`src/rtl/fifo_8x32.sv`:
```
// Eight-entry first-word-fall-through FIFO with valid/ready on both sides.
// Head entry is presented combinationally from an 8-to-1 select on the read pointer.
module fifo_8x32 #(
    parameter int WIDTH = 32
) (
    input  logic             clk,
    input  logic             rst_n,
    input  logic             flush,
    input  logic             wr_valid,
    output logic             wr_ready,
    input  logic [WIDTH-1:0] wr_data,
    output logic             rd_valid,
    input  logic             rd_ready,
    output logic [WIDTH-1:0] rd_data,
    output logic [3:0]       count,
    output logic             full,
    output logic             empty
);

    // Handshake: a transfer happens on a rising edge where valid and ready are both high.
    // wr_ready depends only on occupancy, never on rd_ready.

    logic [2:0]       wr_ptr_q, wr_ptr_d;
    logic [2:0]       rd_ptr_q, rd_ptr_d;
    logic [3:0]       count_q, count_d;
    logic [WIDTH-1:0] mem_q [8];
    logic [WIDTH-1:0] mem_d [8];
    logic [7:0]       slot_en;
    logic             push;
    logic             pop;
    logic [WIDTH-1:0] head_data;

    assign full     = (count_q == 4'd8);
    assign empty    = (count_q == 4'd0);
    assign wr_ready = ~full;
    assign rd_valid = ~empty;
    assign count    = count_q;

    assign push = wr_valid & wr_ready;
    assign pop  = rd_valid & rd_ready;

    always_comb begin
        slot_en = 8'd0;
        if (push && !flush) begin
            slot_en[wr_ptr_q] = 1'b1;
        end
    end

    always_comb begin
        for (int i = 0; i < 8; i++) begin
            mem_d[i] = mem_q[i];
            if (slot_en[i]) begin
                mem_d[i] = wr_data;
            end
        end
    end

    always_comb begin
        wr_ptr_d = wr_ptr_q;
        rd_ptr_d = rd_ptr_q;
        count_d  = count_q;
        if (flush) begin
            wr_ptr_d = 3'd0;
            rd_ptr_d = 3'd0;
            count_d  = 4'd0;
        end else begin
            if (push) begin
                wr_ptr_d = wr_ptr_q + 3'd1;
            end
            if (pop) begin
                rd_ptr_d = rd_ptr_q + 3'd1;
            end
            case ({push, pop})
                2'b10:   count_d = count_q + 4'd1;
                2'b01:   count_d = count_q - 4'd1;
                default: count_d = count_q;
            endcase
        end
    end

    always_comb begin
        head_data = '0;
        case (rd_ptr_q)
            3'd0: head_data = mem_q[0];
            3'd1: head_data = mem_q[1];
            3'd2: head_data = mem_q[2];
            3'd3: head_data = mem_q[3];
            3'd4: head_data = mem_q[4];
            3'd5: head_data = mem_q[5];
            3'd6: head_data = mem_q[6];
            3'd7: head_data = mem_q[7];
            default: head_data = '0;
        endcase
    end

    // Forced to zero when empty so stale storage never leaks onto the bus.
    assign rd_data = empty ? '0 : head_data;

    always_ff @(posedge clk or negedge rst_n) begin
        if (!rst_n) begin
            wr_ptr_q <= 3'd0;
            rd_ptr_q <= 3'd0;
            count_q  <= 4'd0;
        end else begin
            wr_ptr_q <= wr_ptr_d;
            rd_ptr_q <= rd_ptr_d;
            count_q  <= count_d;
        end
    end

    // Storage carries no reset; occupancy alone decides what is valid.
    always_ff @(posedge clk) begin
        for (int i = 0; i < 8; i++) begin
            mem_q[i] <= mem_d[i];
        end
    end

endmodule
```
`config.mk`:
```
export PLATFORM = sky130hd
export DESIGN_NAME = fifo_8x32
export DESIGN_NICKNAME = d
export VERILOG_FILES = /design/src/rtl/fifo_8x32.sv
export SDC_FILE = /design/constraint.sdc
export NUM_CORES = 1
export LEC_CHECK = 0
export BUFFER_PORTS_ARGS = -buffer_cell sky130_fd_sc_hd__buf_2
export CORE_MARGIN = 2
export CORE_UTILIZATION = 55
export CTS_CLUSTER_DIAMETER = 50
export DETAILED_ROUTE_END_ITERATION = 8
export HOLD_SLACK_MARGIN = 0.05
export PLACE_DENSITY = 0.74
export SLEW_MARGIN = 10
export SYNTH_ARGS = -nofsm -noshare
export SYNTH_HDL_FRONTEND = slang
export SYNTH_SLANG_ARGS = --single-unit
```
`constraint.sdc`:
```
create_clock -name clk -period 12.65 [get_ports clk]
set_clock_uncertainty 0.15 [all_clocks]
set_input_delay 0.6325 -clock clk [delete_from_list [all_inputs] [get_ports clk]]
set_output_delay 0.6325 -clock clk [all_outputs]
set_load 0.02 [all_outputs]
```
==> impl_metrics.json, run 1 <==
{
  "antenna_found_initial": 1,
  "synth_area_sq_um": 10200,
  "met1_usage": 0.288,
  "grt_pass1_wl_mm": 31.6,
  "fillCellCount": 1271,
  "wl_per_cell_um": 22.7,
  "grt.total_usage": 0.209,
  "crit_path_end": "rd_data[21]",
  "cp_top_family": "buffers and inverters",
  "cp-end-kind": "primary output",
  "design_area_sq_um": 11700,
  "arrival_ns": 3.67,
  "min_period_ns": 4.46,
  "synthDistinctLibCells": 44,
  "routed-via-count": 5693,
  "cts_sinks": 266,
  "insertion_delay_ns": 0.53,
  "layout_common_cells": "edfxtp_1, buf_2, nand2_1",
  "slowest_delay_ns": 0.85,
  "cp_max_fo": 36,
  "setup.worst_path.start": "rd_ptr_q[2]",
  "place_area_sq_um": 10800,
  "cp_common_cell": "buf_4",
  "dr.pass1.iters": 5,
  "cap_viol_max_count": 0,
  "root_buffer": "clkbuf_16",
  "dpl.hpwl_mm": 11.2,
  "cts_resized": 0,
  "tns_ns": 0,
  "start_util": 0.564,
  "crit_path_start_kind": "flop",
  "crit_slowest_cell": "dfrtp_2",
  "drive_gt1_frac": 0.258,
  "use_met2": 0.352,
  "grt_util_met3": 0.0366,
  "seq_power_share": 0.412,
  "drc": 0,
  "synth.top_cells.by_area": "edfxtp_1, mux2_2, a222oi_1, nand2_1, dfrtp_1",
  "synthFlopType": "edfxtp_1",
  "drt-initial-drc-count": 508,
  "clk_pin_slew_worst_paths_ns": 0.06,
  "io-pin-count": 77,
  "r2r_cells": 4,
  "synth_edf_count": 256,
  "path_cells": "inv_1 > ha_1 > buf_4 > or4_1 > nor2_2 > buf_4 > a222oi_1 > a21oi_1 > buf_2",
  "grt_overflow_total": 0,
  "cts_inserted_buffers": 28,
  "n_antenna_cell": 0,
  "required_ns": 11.87,
  "hold_viol": 0,
  "io_buffers": 76,
  "switchingPower_mw": 0.833,
  "die_x_um": 140,
  "status": "complete, no violations",
  "die_area_sq_um": 19700,
  "path_buf_inv": 4,
  "total_power_mw": 2.53,
  "final_nets": 714,
  "totalWireLength_mm": 20.7,
  "fmax_ghz": 0.224,
  "timing.rr.end": "mem_q[0][43]",
  "hold_class": "in2reg",
  "num_rows": 49,
  "core_area_sq_um": 18100,
  "place.gp.congestion": 0.742,
  "die_y_um": 140,
  "syn_avg_cell_area_sq_um": 17.3,
  "critical_path_class": "reg2out",
  "post-route-period-util": 0.352,
  "yosysTopAreaCell": "edfxtp_1",
  "internal_power_mw": 1.70,
  "synthCells": 592,
  "pwr-share-clk": 0.295,
  "slew_headroom": 0.173,
  "seq_area_frac_synth": 0.775,
  "syn_nets": 638,
  "postRouteAntennaNets": 0,
  "grt_max_degree": 45,
  "cts_tree": "built",
  "final_common_cell": "edfxtp_1",
  "ys_ff_latch": 266,
  "rsz0062_at_grt": "no",
  "final-setup-viol-count": 0,
  "r2r-start": "count[1]",
  "combinationalPowerShare": 0.293,
  "first_global_vias": 5650,
  "vias_per_cell": 6.23,
  "grt_busiest_layer": "met2",
  "p_leak_nw": 3.92,
  "cp.depth": 9,
  "swShare": 0.329,
  "area_delta_synth_final_pct": 14.1,
  "reg2reg_setup_slack_ns": 9.53,
  "final_util": 0.644,
  "worst_pin_slew_ns": 1.24,
  "power.density_nw_per_um2": 216,
  "synthArstFlopShare": 0.0376,
  "slew_violations": 0,
  "max-clock-path-buffers": 3,
  "power.ir.vdd_worst_mv": 0.150,
  "htreeDepth": 1,
  "yosys_warnings": 0,
  "synthDominantCellAreaShare": 0.750
}
cell families (layout without fill, tap and decap cells):
logic type | count (synthesis) | after routing | synth area share
DFF | 266 | 266 | 0.775
adders and majority gates | 9 | 9 | 0.0110
xor gates and xnor gates | 6 | 6 | 0.00513
and+or+nand+nor | 116 | 116 | 0.0489
AOI/OAI and AO/OA | 107 | 107 | 0.0912
muxes | 43 | 43 | 0.0471
buffers and inverters | 45 | 138 | 0.0217
metal layers:
layer / wire, um / up-vias
li1: - / 2556
met1: 8960 / 2891
met2: 9960 / 209
met3: 1400 / 35
met4: 377 / 2
met5: 16 / -
power groups by stage:
stage / Clock (mW) / Sequential [mW] / Combinational, mW
after global placement: 0 / 1.06 / 0.730
after CTS: 0.758 / 1.04 / 0.748
final: 0.746 / 1.04 / 0.741
after floorplan: 0 / 1.04 / 0.525
after detailed placement: 0 / 1.06 / 0.742
after global routing: 0.791 / 1.05 / 0.799
cell usage after synthesis, drive strengths merged (2+ instances only):
master / n
nor2b: 3
buf: 18
a222oi: 39
or3: 2
a31oi: 5
a41oi: 21
o211a: 5
ha: 9
o31ai: 2
and2: 2
nor2: 17
a221oi: 8
nor3: 3
edfxtp: 256
a21o: 7
a21oi: 11
nand3: 6
mux2: 42
nand2b: 2
dfrtp: 10
a32oi: 4
clkbuf: 20
inv: 6
nand2: 75
xor2: 5
worst min-delay path by stage:
stage / cells past startpoint / startpoint / slack (ns) / endpoint
final: 1 / wr_data[5] / 0.22 / mem_q[1][101]
after global routing: 1 / wr_data[5] / 0.21 / mem_q[0][5]
after CTS: 1 / wr_data[1] / 0.20 / mem_q[0][65]
after detailed placement: 1 / rst_n / 0.38 / wr_ptr_q[1]
after global placement: 1 / rst_n / 0.37 / wr_ptr_q[0]
after floorplan: 0 / rst_n / 0.19 / count[0]
state kept, by name, summed over array words and instances (netlist names):
| register | flops |
|---|---|
| wr_ptr_q | 3 |
| count | 4 |
| rd_ptr_q | 3 |
| mem_q | 256 |
cell type report:
class / count / area, sq um / share of cell area
clock inverters: 11 / 85.1 / 0.00728
multi-input cells: 281 / 2150 / 0.184
inverters: 6 / 22.5 / 0.00193
flip-flops and latches: 266 / 7940 / 0.679
repair buffers: 85 / 450 / 0.0386
clock buffers: 36 / 752 / 0.0644
well taps: 229 / 287 / 0.0245
per-stage QoR:
stage	hold WS (ns)	setup WS [ns]	std cells
finish	0.218	8.19	914
detailed placement	0.376	8.72	866
global route	0.212	7.96	914
floorplan	0.187	8.50	592
global placement	0.365	8.81	866
CTS	0.201	8.15	914
timing repair:
item / in CTS / in global routing
hold buffers: 1 / 0
endpoints found under the hold margin: 10 / 0
buffers inserted: 0 / 0
(Power assumes the default switching activity.)
==> run 2: changes to the inputs <==
==> constraint.sdc (replaced) <==
create_clock -name clk -period 4.45 [get_ports clk]
set_clock_uncertainty 0.15 [all_clocks]
set_input_delay 0.2225 -clock clk [delete_from_list [all_inputs] [get_ports clk]]
set_output_delay 0.2225 -clock clk [all_outputs]
set_load 0.02 [all_outputs]
==> run 2 against run 1 <==
  * Largest cell class unchanged
  * Clock-buffer cell count fell by 6
  * Sequential cell count did not move
  * First-iteration DRC count is 21% higher
  * Die area unchanged
  * Sequential power rose to 2.8 times the previous value
  * Worst hold slack better by 0.14 ns
  * Critical endpoint is now rd_data[16]
  * Design area increased by 3.9%
  * Clock power increased to 3.0 times the previous value
  * Non-clock buffer count rose by 40
  * Total power grew to 2.9 times the previous value
  * Critical path type unchanged
==> impl_metrics.json, run 2 (synthesized netlist as in run 1, its figures left out) <==
{
  "post-route-period-util": 0.811,
  "insertion_delay_ns": 0.52,
  "power.density_nw_per_um2": 611,
  "holdPathEnd": "mem_q[1][116]",
  "area_delta_synth_final_pct": 18.5,
  "grt_overflow_total": 0,
  "cap_viol_max_count": 0,
  "cts_tree": "built",
  "totalWireLength_mm": 21.8,
  "final_nets": 753,
  "layout_common_cells": "edfxtp_1, buf_2, nand2_1",
  "drc": 0,
  "cp-end-kind": "primary output",
  "wl_per_cell_um": 22.8,
  "clk_pin_slew_worst_paths_ns": 0.06,
  "htreeDepth": 1,
  "rsz0062_at_grt": "no",
  "critical_path_class": "reg2out",
  "total_power_mw": 7.41,
  "min_from": "wr_data[20]",
  "vias_per_cell": 6.13,
  "io_buffers": 76,
  "cts_sinks": 266,
  "cp_max_fo": 13,
  "p_leak_nw": 4.11,
  "whs_ns": 0.360,
  "internal_power_mw": 4.97,
  "hold_class": "in2reg",
  "r2r-start": "count[1]",
  "postRouteAntennaNets": 0,
  "io-pin-count": 77,
  "swShare": 0.330,
  "drt-initial-drc-count": 613,
  "required_ns": 4.08,
  "drive_gt1_frac": 0.260,
  "timing.rr.end": "mem_q[0][63]",
  "slew_violations": 0,
  "arrival_ns": 3.24,
  "hold_viol": 0,
  "worst_pin_slew_ns": 1.28,
  "switchingPower_mw": 2.45,
  "first_global_vias": 6190,
  "grt_pass1_wl_mm": 33.6,
  "routed-via-count": 5857,
  "core_area_sq_um": 18100,
  "root_buffer": "clkbuf_16",
  "met1_usage": 0.291,
  "fmax_ghz": 0.277,
  "power.ir.vdd_worst_mv": 0.657,
  "die_area_sq_um": 19700,
  "hold_path_depth": 2,
  "slew_headroom": 0.142,
  "dr.pass1.iters": 6,
  "place.gp.congestion": 0.787,
  "n_antenna_cell": 0,
  "min_period_ns": 3.61,
  "max-clock-path-buffers": 3,
  "num_rows": 49,
  "antenna_found_initial": 0,
  "cts_inserted_buffers": 27,
  "largest_register_ffs": 256,
  "die_x_um": 140,
  "fillCellCount": 1209,
  "dpl.hpwl_mm": 11.4,
  "die_y_um": 140,
  "place_area_sq_um": 10900,
  "final-setup-viol-count": 0,
  "tns_ns": 0,
  "grt.total_usage": 0.219,
  "regMostFlops": "mem_q",
  "combinationalPowerShare": 0.299,
  "start_util": 0.564,
  "r2r_cells": 4,
  "grt_max_degree": 72,
  "final_common_cell": "edfxtp_1",
  "crit_path_start_kind": "flop",
  "design_area_sq_um": 12100,
  "grt_busiest_layer": "met2",
  "seq_power_share": 0.395,
  "cts_setup_buffers": 0,
  "reg2reg_setup_slack_ns": 1.26,
  "final_util": 0.669,
  "grt_util_met3": 0.0328,
  "use_met2": 0.383,
  "status": "complete, no violations",
  "pwr-share-clk": 0.306
}
[run 2: cell count changes in the layout (fill, tap and decap cells not counted)]
cell	delta
clkinv_1	-2
clkbuf_1	-4
clkinv_2	+3
inv_6	+1
buf_4	+4
bufinv_16	+3
dlygate4sd3_1	+36
clkinvlp_4	+3
clkbuf_16	-2
[run 2: metal layers]
metal | part of all wire | wire, um | vias up
li1 | - | - | 2634
met1 | 0.41 | 8830 | 2912
met2 | 0.51 | 11100 | 277
met3 | 0.071 | 1540 | 34
met4 | 0.015 | 327 | 0
met5 | 0 | 0 | -
[run 2: what timing repair did]
action / in CTS / in global routing
hold endpoints to repair: 276 / 0
hold buffers: 37 / 0
gates resized for setup: 0 / 0
[run 2: worst max-delay path, stage by stage, from the launching register on]
cell and delay, ns:
dfrtp_1 0.43, ha_1 0.25, ha_1 0.20, or4_1 0.54
nor2_2 0.33, buf_4 0.30, nand2_1 0.08, a31oi_1 0.35
buf_2 0.24
[run 2: through the flow]
| step | std cells | setup slack [ns] |
|---|---|---|
| 2_1_floorplan | 592 | 0.299 |
| 3_3_place_gp | 870 | 1.44 |
| 3_5_place_dp | 870 | 1.29 |
| 4_1_cts | 956 | 0.836 |
| 5_1_grt | 956 | 0.697 |
| 6_report | 956 | 0.839 |
[run 2: layout make-up]
class | instances | area [sq um] | area share
flip-flops and latches | 266 | 7940 | 0.654
multi-input cells | 281 | 2150 | 0.177
repair buffers | 125 | 841 | 0.0693
clock buffers | 30 | 687 | 0.0566
well taps | 229 | 287 | 0.0236
clock inverters | 19 | 214 | 0.0176
inverters | 6 | 22.5 | 0.00186
[run 2: worst max path at each step]
stage | startpoint | slack, ns | to
6_report | rd_ptr_q[0] | 0.84 | rd_data[16]
5_1_grt | rd_ptr_q[0] | 0.70 | rd_data[16]
4_1_cts | rd_ptr_q[0] | 0.84 | rd_data[16]
3_5_place_dp | count[1] | 1.29 | mem_q[0][63]
3_3_place_gp | count[1] | 1.44 | mem_q[0][52]
2_1_floorplan | count[0] | 0.30 | mem_q[0][0]
[run 2: power groups by stage]
stage | Combinational (mW) | Sequential [mW] | Clock [mW]
finish | 2.22 | 2.93 | 2.27
global route | 2.38 | 2.94 | 2.40
CTS | 2.23 | 2.93 | 2.31
detailed placement | 2.19 | 2.98 | 0
global placement | 2.14 | 2.97 | 0
floorplan | 1.49 | 2.97 | 0
==> run 3: changes to the inputs <==
--- a/config.mk
+++ b/config.mk
@@ -7,11 +7,11 @@
 export LEC_CHECK = 0
 export BUFFER_PORTS_ARGS = -buffer_cell sky130_fd_sc_hd__buf_2
 export CORE_MARGIN = 2
-export CORE_UTILIZATION = 55
+export CORE_UTILIZATION = 54
 export CTS_CLUSTER_DIAMETER = 50
 export DETAILED_ROUTE_END_ITERATION = 8
 export HOLD_SLACK_MARGIN = 0.05
-export PLACE_DENSITY = 0.74
+export PLACE_DENSITY = 0.76
 export SLEW_MARGIN = 10
 export SYNTH_ARGS = -nofsm -noshare
 export SYNTH_HDL_FRONTEND = slang
==> constraint.sdc (replaced) <==
create_clock -name clk -period 3 [get_ports clk]
set_clock_uncertainty 0.15 [all_clocks]
set_input_delay 0.15 -clock clk [delete_from_list [all_inputs] [get_ports clk]]
set_output_delay 0.15 -clock clk [all_outputs]
set_load 0.02 [all_outputs]
==> run 3 against run 2 <==
  * The flow now finishes with violations (setup timing)
  * Routed wire length rose by 6.5%
  * Register-to-register slack worse by 0.91 ns
  * Total power up 63%
  * Sequential share of layout area shrank 3.6 points
  * Non-clock buffer count up 32
  * Clock power up 43%
  * Die area increased by 1.8%
  * Worst hold slack worse by 0.083 ns
  * First-iteration DRC count decreased by 5.2%
  * Cell count increased by 3.9%
  * Sequential power grew 47%
  * Via count grew 4.1%
  * Largest cell class unchanged
==> impl_metrics.json, run 3 (synthesized netlist as in run 1, its figures left out) <==
{
  "status": "finished with violations",
  "violations": "setup timing",
  "drc": 0,
  "die_area_sq_um": 20100,
  "dr.pass1.iters": 6,
  "dpl.hpwl_mm": 12.6,
  "vias_per_cell": 6.14,
  "slew_headroom": 0.181,
  "die_x_um": 142,
  "drt-initial-drc-count": 581,
  "place.gp.congestion": 0.761,
  "cp.depth": 9,
  "total_power_mw": 12.1,
  "cts_sinks": 266,
  "timing.rr.end": "mem_q[1][7]",
  "cp_top_family": "simple AND/OR/NAND/NOR gates",
  "holdPathEnd": "mem_q[1][26]",
  "r2r-start": "count[3]",
  "required_ns": 2.70,
  "power.density_nw_per_um2": 940,
  "rsz0062_at_grt": "yes",
  "io_buffers": 76,
  "path_buf_inv": 4,
  "largest_register_ffs": 256,
  "reg2reg_setup_slack_ns": 0.35,
  "antenna_found_initial": 0,
  "grt_pass1_wl_mm": 35.2,
  "insertion_delay_ns": 0.52,
  "max-clock-path-buffers": 3,
  "hold_class": "in2reg",
  "cap_viol_max_count": 0,
  "hold_path_depth": 2,
  "routed-via-count": 6098,
  "post-place-ws_ns": 0.241,
  "fmax_ghz": 0.322,
  "final_nets": 785,
  "min_from": "wr_data[26]",
  "area_delta_synth_final_pct": 25.5,
  "worst_pin_slew_ns": 1.23,
  "io-pin-count": 77,
  "crit_slowest_cell": "or4_4",
  "arrival_ns": 2.81,
  "r2r_cells": 5,
  "fillCellCount": 1210,
  "cp_common_cell": "buf_6",
  "root_buffer": "clkbuf_16",
  "final-setup-viol-count": 20,
  "cp_max_fo": 4,
  "grt.total_usage": 0.231,
  "path_cells": "buf_6 > inv_1 > ha_2 > or4_4 > nor2_4 > buf_6 > a222oi_1 > a21oi_1 > buf_4",
  "cts_inserted_buffers": 27,
  "wl_per_cell_um": 23.3,
  "slowest_delay_ns": 0.50,
  "regMostFlops": "mem_q",
  "postRouteAntennaNets": 0,
  "htreeDepth": 1,
  "first_global_vias": 6412,
  "critical_path_class": "reg2out",
  "clk_pin_slew_worst_paths_ns": 0.06,
  "die_y_um": 142,
  "drive_gt1_frac": 0.348,
  "post-route-period-util": 1.04,
  "totalWireLength_mm": 23.2,
  "cts_tree": "built",
  "p_leak_nw": 4.33,
  "crit_path_start_kind": "flop",
  "hold_viol": 0,
  "grt_overflow_total": 0,
  "grt_max_degree": 44,
  "min_period_ns": 3.11,
  "final_common_cell": "edfxtp_1",
  "start_util": 0.549,
  "num_rows": 50,
  "core_area_sq_um": 18600,
  "setup_slack_ns": -0.110,
  "layout_common_cells": "edfxtp_1, nand2_1, buf_4",
  "slew_violations": 0,
  "power.ir.vdd_worst_mv": 0.810,
  "cp-end-kind": "primary output"
}
run 3: changes by cell type in the layout (fill, tap and decap cells not counted), moves of 7 or more:
cell     previous run  this run
a41oi_1            21         0
a41oi_2             0        20
buf_2              76        44
buf_4              12        59
buf_6               0        11
nand2_1            75        68
run 3: through the flow:
| stage | util | cells | instance area (sq um) | TNS [ns] | hold slack (ns) |
|---|---|---|---|---|---|
| 2_1_floorplan | - | 592 | 10500 | -36.17 | -0.296 |
| 3_3_place_gp | 0.604 | 897 | 11300 | 0 | -0.135 |
| 5_1_grt | 0.689 | 992 | 12800 | -3.08 | 0.286 |
| 6_report | 0.689 | 993 | 12900 | -0.810 | 0.276 |
| 3_5_place_dp | 0.604 | 897 | 11300 | 0 | -0.127 |
| 4_1_cts | 0.683 | 990 | 12700 | -0.0719 | 0.266 |
run 3: how the worst max path moves through the flow:
stage | from | slack [ns] | endpoint
after global placement | rd_ptr_q[0] | 0.33 | rd_data[31]
after floorplan | count[0] | -0.29 | mem_q[1][64]
after CTS | rd_ptr_q[0] | -0.05 | rd_data[31]
final | rd_ptr_q[0] | -0.11 | rd_data[4]
after global routing | rd_ptr_q[0] | -0.19 | rd_data[25]
after detailed placement | rd_ptr_q[0] | 0.24 | rd_data[31]
run 3: worst register-to-register path, delay by kind of cell, from the launching register on:
kind          cells  cell delay (ns)
buf+inv           1             0.17
flops             1             0.37
simple gates      4             1.56
run 3: final cells by class:
cell class              instances  area, sq um  area share
well taps                     234          293      0.0228
inverters                       6         22.5     0.00175
clock inverters                15          161      0.0126
multi-input cells             281         2460       0.191
clock buffers                  33          698      0.0543
repair buffers                157         1270      0.0992
diodes                          1         2.50    0.000195
flip-flops and latches        266         7940       0.618
run 3: report_power, final:
part	internal (mW)	switching, mW	leakage, nW	total [mW]
combinational	1.90	2.62	1.47	4.52
sequential	4.23	0.0729	2.44	4.31
clock	1.91	1.34	0.420	3.25
run 3: metal layers:
| metal | wire length (um) | GRT usage |
|---|---|---|
| met3 | 1740 | 0.0364 |
| met4 | 485 | 0.0800 |
| met5 | 0 | 0 |
| met2 | 11800 | 0.403 |
| met1 | 9140 | 0.298 |
run 3: what timing repair did:
item / 4_1_cts / 5_1_grt
hold buffers: 38 / 0
pin swaps: 19 / 32
cloned: 2 / 0
hold endpoints to repair: 276 / 0
buffers inserted: 5 / 3
endpoints found under the setup margin: 31 / 32
resized for setup: 47 / 29
